**src/rtl/mod_updown_counter.sv**
```systemverilog
// Modulo-MOD up/down counter with range-checked parallel load, a load-error
// pulse and registered BCD digits. Carry/borrow are combinational so that
// stages (seconds -> minutes -> hours) cascade and wrap on the same edge.
module mod_updown_counter #(
  parameter int MOD   = 60,
  parameter int WIDTH = 6
) (
  input  logic             i_clk,
  input  logic             i_rstn,
  input  logic             i_up,
  input  logic             i_down,
  input  logic             i_load,
  input  logic [WIDTH-1:0] i_load_val,
  output logic [WIDTH-1:0] o_count,
  output logic [3:0]       o_tens,
  output logic [3:0]       o_ones,
  output logic             o_carryup,
  output logic             o_borrowdown,
  output logic             o_load_err
);

  // Reject unsupported moduli and counts that cannot hold MOD-1.
  generate
    if (MOD < 2 || MOD > 100 || (64'(1) << WIDTH) < 64'(MOD)) begin : g_bad_params
      $error("mod_updown_counter: MOD must be 2..100 and 2**WIDTH >= MOD");
    end
  endgenerate

  localparam logic [WIDTH-1:0] COUNT_MAX  = WIDTH'(MOD - 1);
  // One extra bit so MOD == 2**WIDTH still compares correctly.
  localparam logic [WIDTH:0]   LOAD_LIMIT = (WIDTH + 1)'(MOD);

  logic [WIDTH-1:0] count_q, count_d;
  logic [3:0]       tens_q, tens_d;
  logic [3:0]       ones_q, ones_d;
  logic             load_err_q, load_err_d;
  logic             load_ok;
  logic             at_max;
  logic             at_min;
  logic [6:0]       count_bin;

  assign load_ok = ({1'b0, i_load_val} < LOAD_LIMIT);
  assign at_max  = (count_q == COUNT_MAX);
  assign at_min  = (count_q == '0);

  // Next-count selection: load beats up/down, up+down together clears.
  always_comb begin
    // NOTE: every output of a combinational block gets a default first so no
    // path leaves it unassigned; an unassigned path would infer a latch.
    count_d    = count_q;
    load_err_d = 1'b0;
    if (i_load) begin
      if (load_ok) count_d    = i_load_val;
      else         load_err_d = 1'b1;
    end else begin
      unique case ({i_up, i_down})
        2'b11:   count_d = '0;
        2'b10:   count_d = at_max ? '0 : count_q + 1'b1;
        2'b01:   count_d = at_min ? COUNT_MAX : count_q - 1'b1;
        default: count_d = count_q;
      endcase
    end
  end

  // Decimal digits of the next count, so digits and binary update together.
  always_comb begin
    count_bin = 7'(count_d);
    tens_d    = 4'(count_bin / 7'd10);
    ones_d    = 4'(count_bin % 7'd10);
  end

  // State register with asynchronous active-low clear.
  always_ff @(posedge i_clk or negedge i_rstn) begin
    if (!i_rstn) begin
      count_q    <= '0;
      tens_q     <= '0;
      ones_q     <= '0;
      load_err_q <= 1'b0;
    end else begin
      // NOTE: non-blocking assignments let every register sample the
      // pre-edge values, independent of statement order.
      count_q    <= count_d;
      tens_q     <= tens_d;
      ones_q     <= ones_d;
      load_err_q <= load_err_d;
    end
  end

  assign o_count      = count_q;
  assign o_tens       = tens_q;
  assign o_ones       = ones_q;
  assign o_load_err   = load_err_q;
  assign o_carryup    = !i_load & i_up & !i_down & at_max;
  assign o_borrowdown = !i_load & !i_up & i_down & at_min;

endmodule

```
**config.mk**
```make
export PLATFORM = sky130hd
export DESIGN_NAME = mod_updown_counter
export DESIGN_NICKNAME = d
export VERILOG_FILES = /design/src/rtl/mod_updown_counter.sv
export SDC_FILE = /design/constraint.sdc
export NUM_CORES = 1
export LEC_CHECK = 0
export CAP_MARGIN = 20
export CORE_MARGIN = 4
export CORE_UTILIZATION = 46
export CTS_CLUSTER_DIAMETER = 120
export DETAILED_ROUTE_END_ITERATION = 16
export PLACE_DENSITY_LB_ADDON = 0.05
export SLEW_MARGIN = 30
export SYNTH_ARGS = -nofsm -noshare
export SYNTH_HDL_FRONTEND = slang
export SYNTH_SLANG_ARGS = --single-unit
```
**constraint.sdc**
```tcl
create_clock -name i_clk -period 3.9 [get_ports i_clk]
set_clock_uncertainty 0.2 [all_clocks]
set_input_delay 0.78 -clock i_clk [delete_from_list [all_inputs] [get_ports i_clk]]
set_output_delay 0.78 -clock i_clk [all_outputs]
set_load 0.02 [all_outputs]
```
==> summary by stage <==
Logic synthesis
The cell type contributing the most total cell area after synthesis is dfrtp_1. For this run, the register share of the synthesized area comes to 25.44%. The portion of synthesized cell area occupied by the leading cell type is 25.44%. Counting flops and latches in the post-synthesis netlist gives 13.

The synthesized area divided by synthesized cell count is 8.303 µm². By area the synthesized netlist is led by dfrtp_1 (25%), ha_1 (3.9%), mux2i_1 (3.9%), nand2_1 (3.8%), nor2_1 (3.2%). The number of distinct library cells after synthesis is 68. The cell area that synthesis handed to floorplanning was 1279 µm². In this run, synthesis inferred 0 flip-flops with an integrated enable. Synthesis produced 154 cells. Synthesis produced a netlist with a net count of 169. Yosys printed 0 warnings. The commonest cells after synthesis are dfrtp_1 (13), nand2_1 (13), nor2_1 (11). The prevailing post-synth register cell is dfrtp_1. The async set or reset register ratio after synthesis is 100.0%.

CTS
TritonCTS built the clock tree. The TritonCTS sink count is 13. In this run the number of H-tree levels came out at 1. Clock latency on the worst-skew pair, taken at its later pin, is 0.29 ns. The clock-pin transition on the worst setup and hold timing paths is 0.09 ns. The clock buffer count from CTS is 3. The longest clock path from root to sink contains 2 buffers.

The CTS root buffer is clkbuf_4.

Placed design
The routability congestion estimate from global placement is 0.9669. Once placement completed, the tool counted placed cells totaling 243. During placement, the flow inserted port buffers numbering 26. After detailed placement, the total cell area comes to 1862 µm². Summed over all nets, the half-perimeter wirelength after detailed placement is 3.077 mm.

Power and ir drop
Internal power comes to 420.9 µW. The switching part of the total power is 40.58%. The cell area power density is 354.9 nW/µm². Of the total power, combinational logic draws 60.6%. The net switching component of the power is 287.5 µW.

Per report_power, the sequential group accounts for 26.9% of the total. The clock network fraction of total power is 12.5%. The worst voltage drop across the vdd grid is 0.0004127 V. The leakage component of the power is 0.8737 nW.

Flow run
The max-capacitance violation count is 0.

Routing
The routed wire length is 4.111 mm. The vias after detailed routing is 1,486. For this run, design rule violations remaining after detail routing come to 0. For this run, the detailed router's first-pass iteration total came to 4.

The average wire per cell in the routed design is 16.12 µm. The final antenna-violating net count is 0. After the first detailed-routing iteration, the DRC count stood at 120. In the routed layout, each cell is associated on average with a via count of 5.827.

GRT
The largest net degree at the start of global routing is 15. The first-pass GRT wire length is 6.624 mm. Global routing used 23.54% of the available tracks across all layers.

The via count of the first global-routing pass is 1,403. The total grt overflow is 0. The number of antenna violations at the first check in global routing is 0.

Outcome
The run finished with clean final reports.

Worst setup path
The type of the worst setup path is in2reg. The required time of the critical path is 3.87 ns. The critical-path maximum fanout is 3.

The launching element type of the critical path is an input port. STA puts the critical path data arrival time at 3.77 ns. STA classifies the critical path endpoint as a flip-flop.

Floorplanning
The initial core utilization is 49.81%. The floorplan has 18 rows. The standard cell core area is 2567 µm². The area enclosed by the die boundary is 3688 µm². 28 I/O pins were placed.

Measured along the x axis, the die boundary spans 60.73 µm. The die is 60.73 µm tall.

Final layout
The number of fillers in the final layout is 191. The non-filler instance count after layout is 255. Relative to the synthesized area, the layout overhead comes to 56.07%. After the last flow step, the layout net total stands at 241. Cells with a size suffix above 1 make up 37.33% of the layout. Cells fill 77.73% of the core in the end.

The repair_antennas step left the layout with diodes totalling 0. The post-route cell area is 1996 µm².

STA
The highest clock frequency the design can meet is 0.2629 GHz. The clock period could shrink to 3.804 ns. The max-slew violation count came to 0.

The final worst hold slack is 0.6544 ns. Of the available clock period, the critical path in the final layout requires 97.53%. The number of hold violations in the final report was 0. The sum of negative setup slack is 0 ns.

Setup violations remaining at the end of the flow were counted as 0. The normalized max-slew margin is 61.15%. The measured slew at the worst slew-check pin is 0.5809 ns.

Min path
The min-delay analysis places its worst path in the category in2async.
[worst max-delay path, cell delays in order]
cell	delay, ns
clkdlybuf4s50_1	0.48
nand4_1	0.15
or2_1	0.28
o21ai_2	0.08
nor2b_4	0.19
nor2_4	0.05
ha_4	0.17
nor2_4	0.10
nand2_1	0.07
a31oi_2	0.23
a41o_2	0.15
inv_1	0.04
ha_2	0.16
or4b_1	0.53
and3_4	0.19
mux2i_1	0.11
[final timing paths]
| path | start | end | slack (ns) | cells after the start |
|---|---|---|---|---|
| max | i_load_val[3] | o_ones[1] | 0.1 | 16 |
| min reg2reg | o_ones[0] | o_ones[0] | 0.68 | 5 |
| max reg2reg | o_count[1] | o_ones[1] | 0.13 | 15 |
| min in group i_clk | o_ones[0] | o_ones[0] | 0.68 | 5 |
| max in group asynchronous | i_rstn | o_ones[0] | 2.43 | 1 |
| min | i_rstn | o_count[5] | 0.65 | 1 |
[cell families after synthesis]
family / share of synthesized area, %
mux: 5.675
simple gates: 29.26
compound gates: 26.22
buf+inv: 7.827
xor+xnor: 1.370
fa+ha+maj: 3.914
other cells: 0.2933
flops: 25.44
[sequential cells by signal, summed over array words and instances, names as in the netlist]
| signal | cells |
|---|---|
| o_count | 5 |
| o_load_err | 1 |
| o_ones | 4 |
| o_tens | 3 |
[per-layer routing]
layer / part of all wire [%] / track usage, %
met1: 42 / 29.88
met2: 51 / 42.29
met3: 5.1 / 2.340
met4: 1.4 / 6.502
met5: 0 / 0
[stage by stage]
stage	setup WS, ns	power (mW)
final	0.09644	0.7084
after global routing	-0.02103	0.7541
after CTS	0.001016	0.6862
after detailed placement	-0.3884	0.5895
after global placement	-0.3256	0.5792
after floorplan	0.005568	0.4154
[layout make-up]
class / instances / area [µm²] / share of cell area [%]
multi-input combinational: 121 / 923.4 / 46.27
timing repair buffer: 78 / 646.9 / 32.41
sequential: 13 / 326.6 / 16.36
tap: 30 / 37.54 / 1.881
inverter: 9 / 33.78 / 1.693
clock buffer: 3 / 22.52 / 1.129
clock inverter: 1 / 5.005 / 0.2508
[cells in the final DEF (no fill, tap or decap), drive strengths merged, types with 3 or more instances in the layout]
cell type,instances
nor3,7
mux2i,5
clkdlybuf4s50,23
or3,4
o22ai,3
a31oi,3
a21oi,8
buf,52
dlygate4sd2,3
ha,4
nand4,4
o21ai,3
inv,8
clkbuf,3
dfrtp,13
nor2,13
nand3,4
nor3b,3
nand2,13
[power groups by stage]
| stage | Clock, mW | Combinational [mW] | Sequential, mW |
|---|---|---|---|
| finish | 0.0885 | 0.429 | 0.191 |
| global route | 0.0973 | 0.463 | 0.194 |
| CTS | 0.0903 | 0.406 | 0.190 |
| detailed placement | 0 | 0.398 | 0.191 |
| global placement | 0 | 0.389 | 0.190 |
| floorplan | 0 | 0.197 | 0.218 |
[timing repair]
action	in CTS	in global routing
hold buffers	0	0
pin swaps	1	3
setup buffers	1	7
setup endpoints to repair	3	3
resized for setup	8	7
No activity file was read; power rests on OpenSTA's default activity.
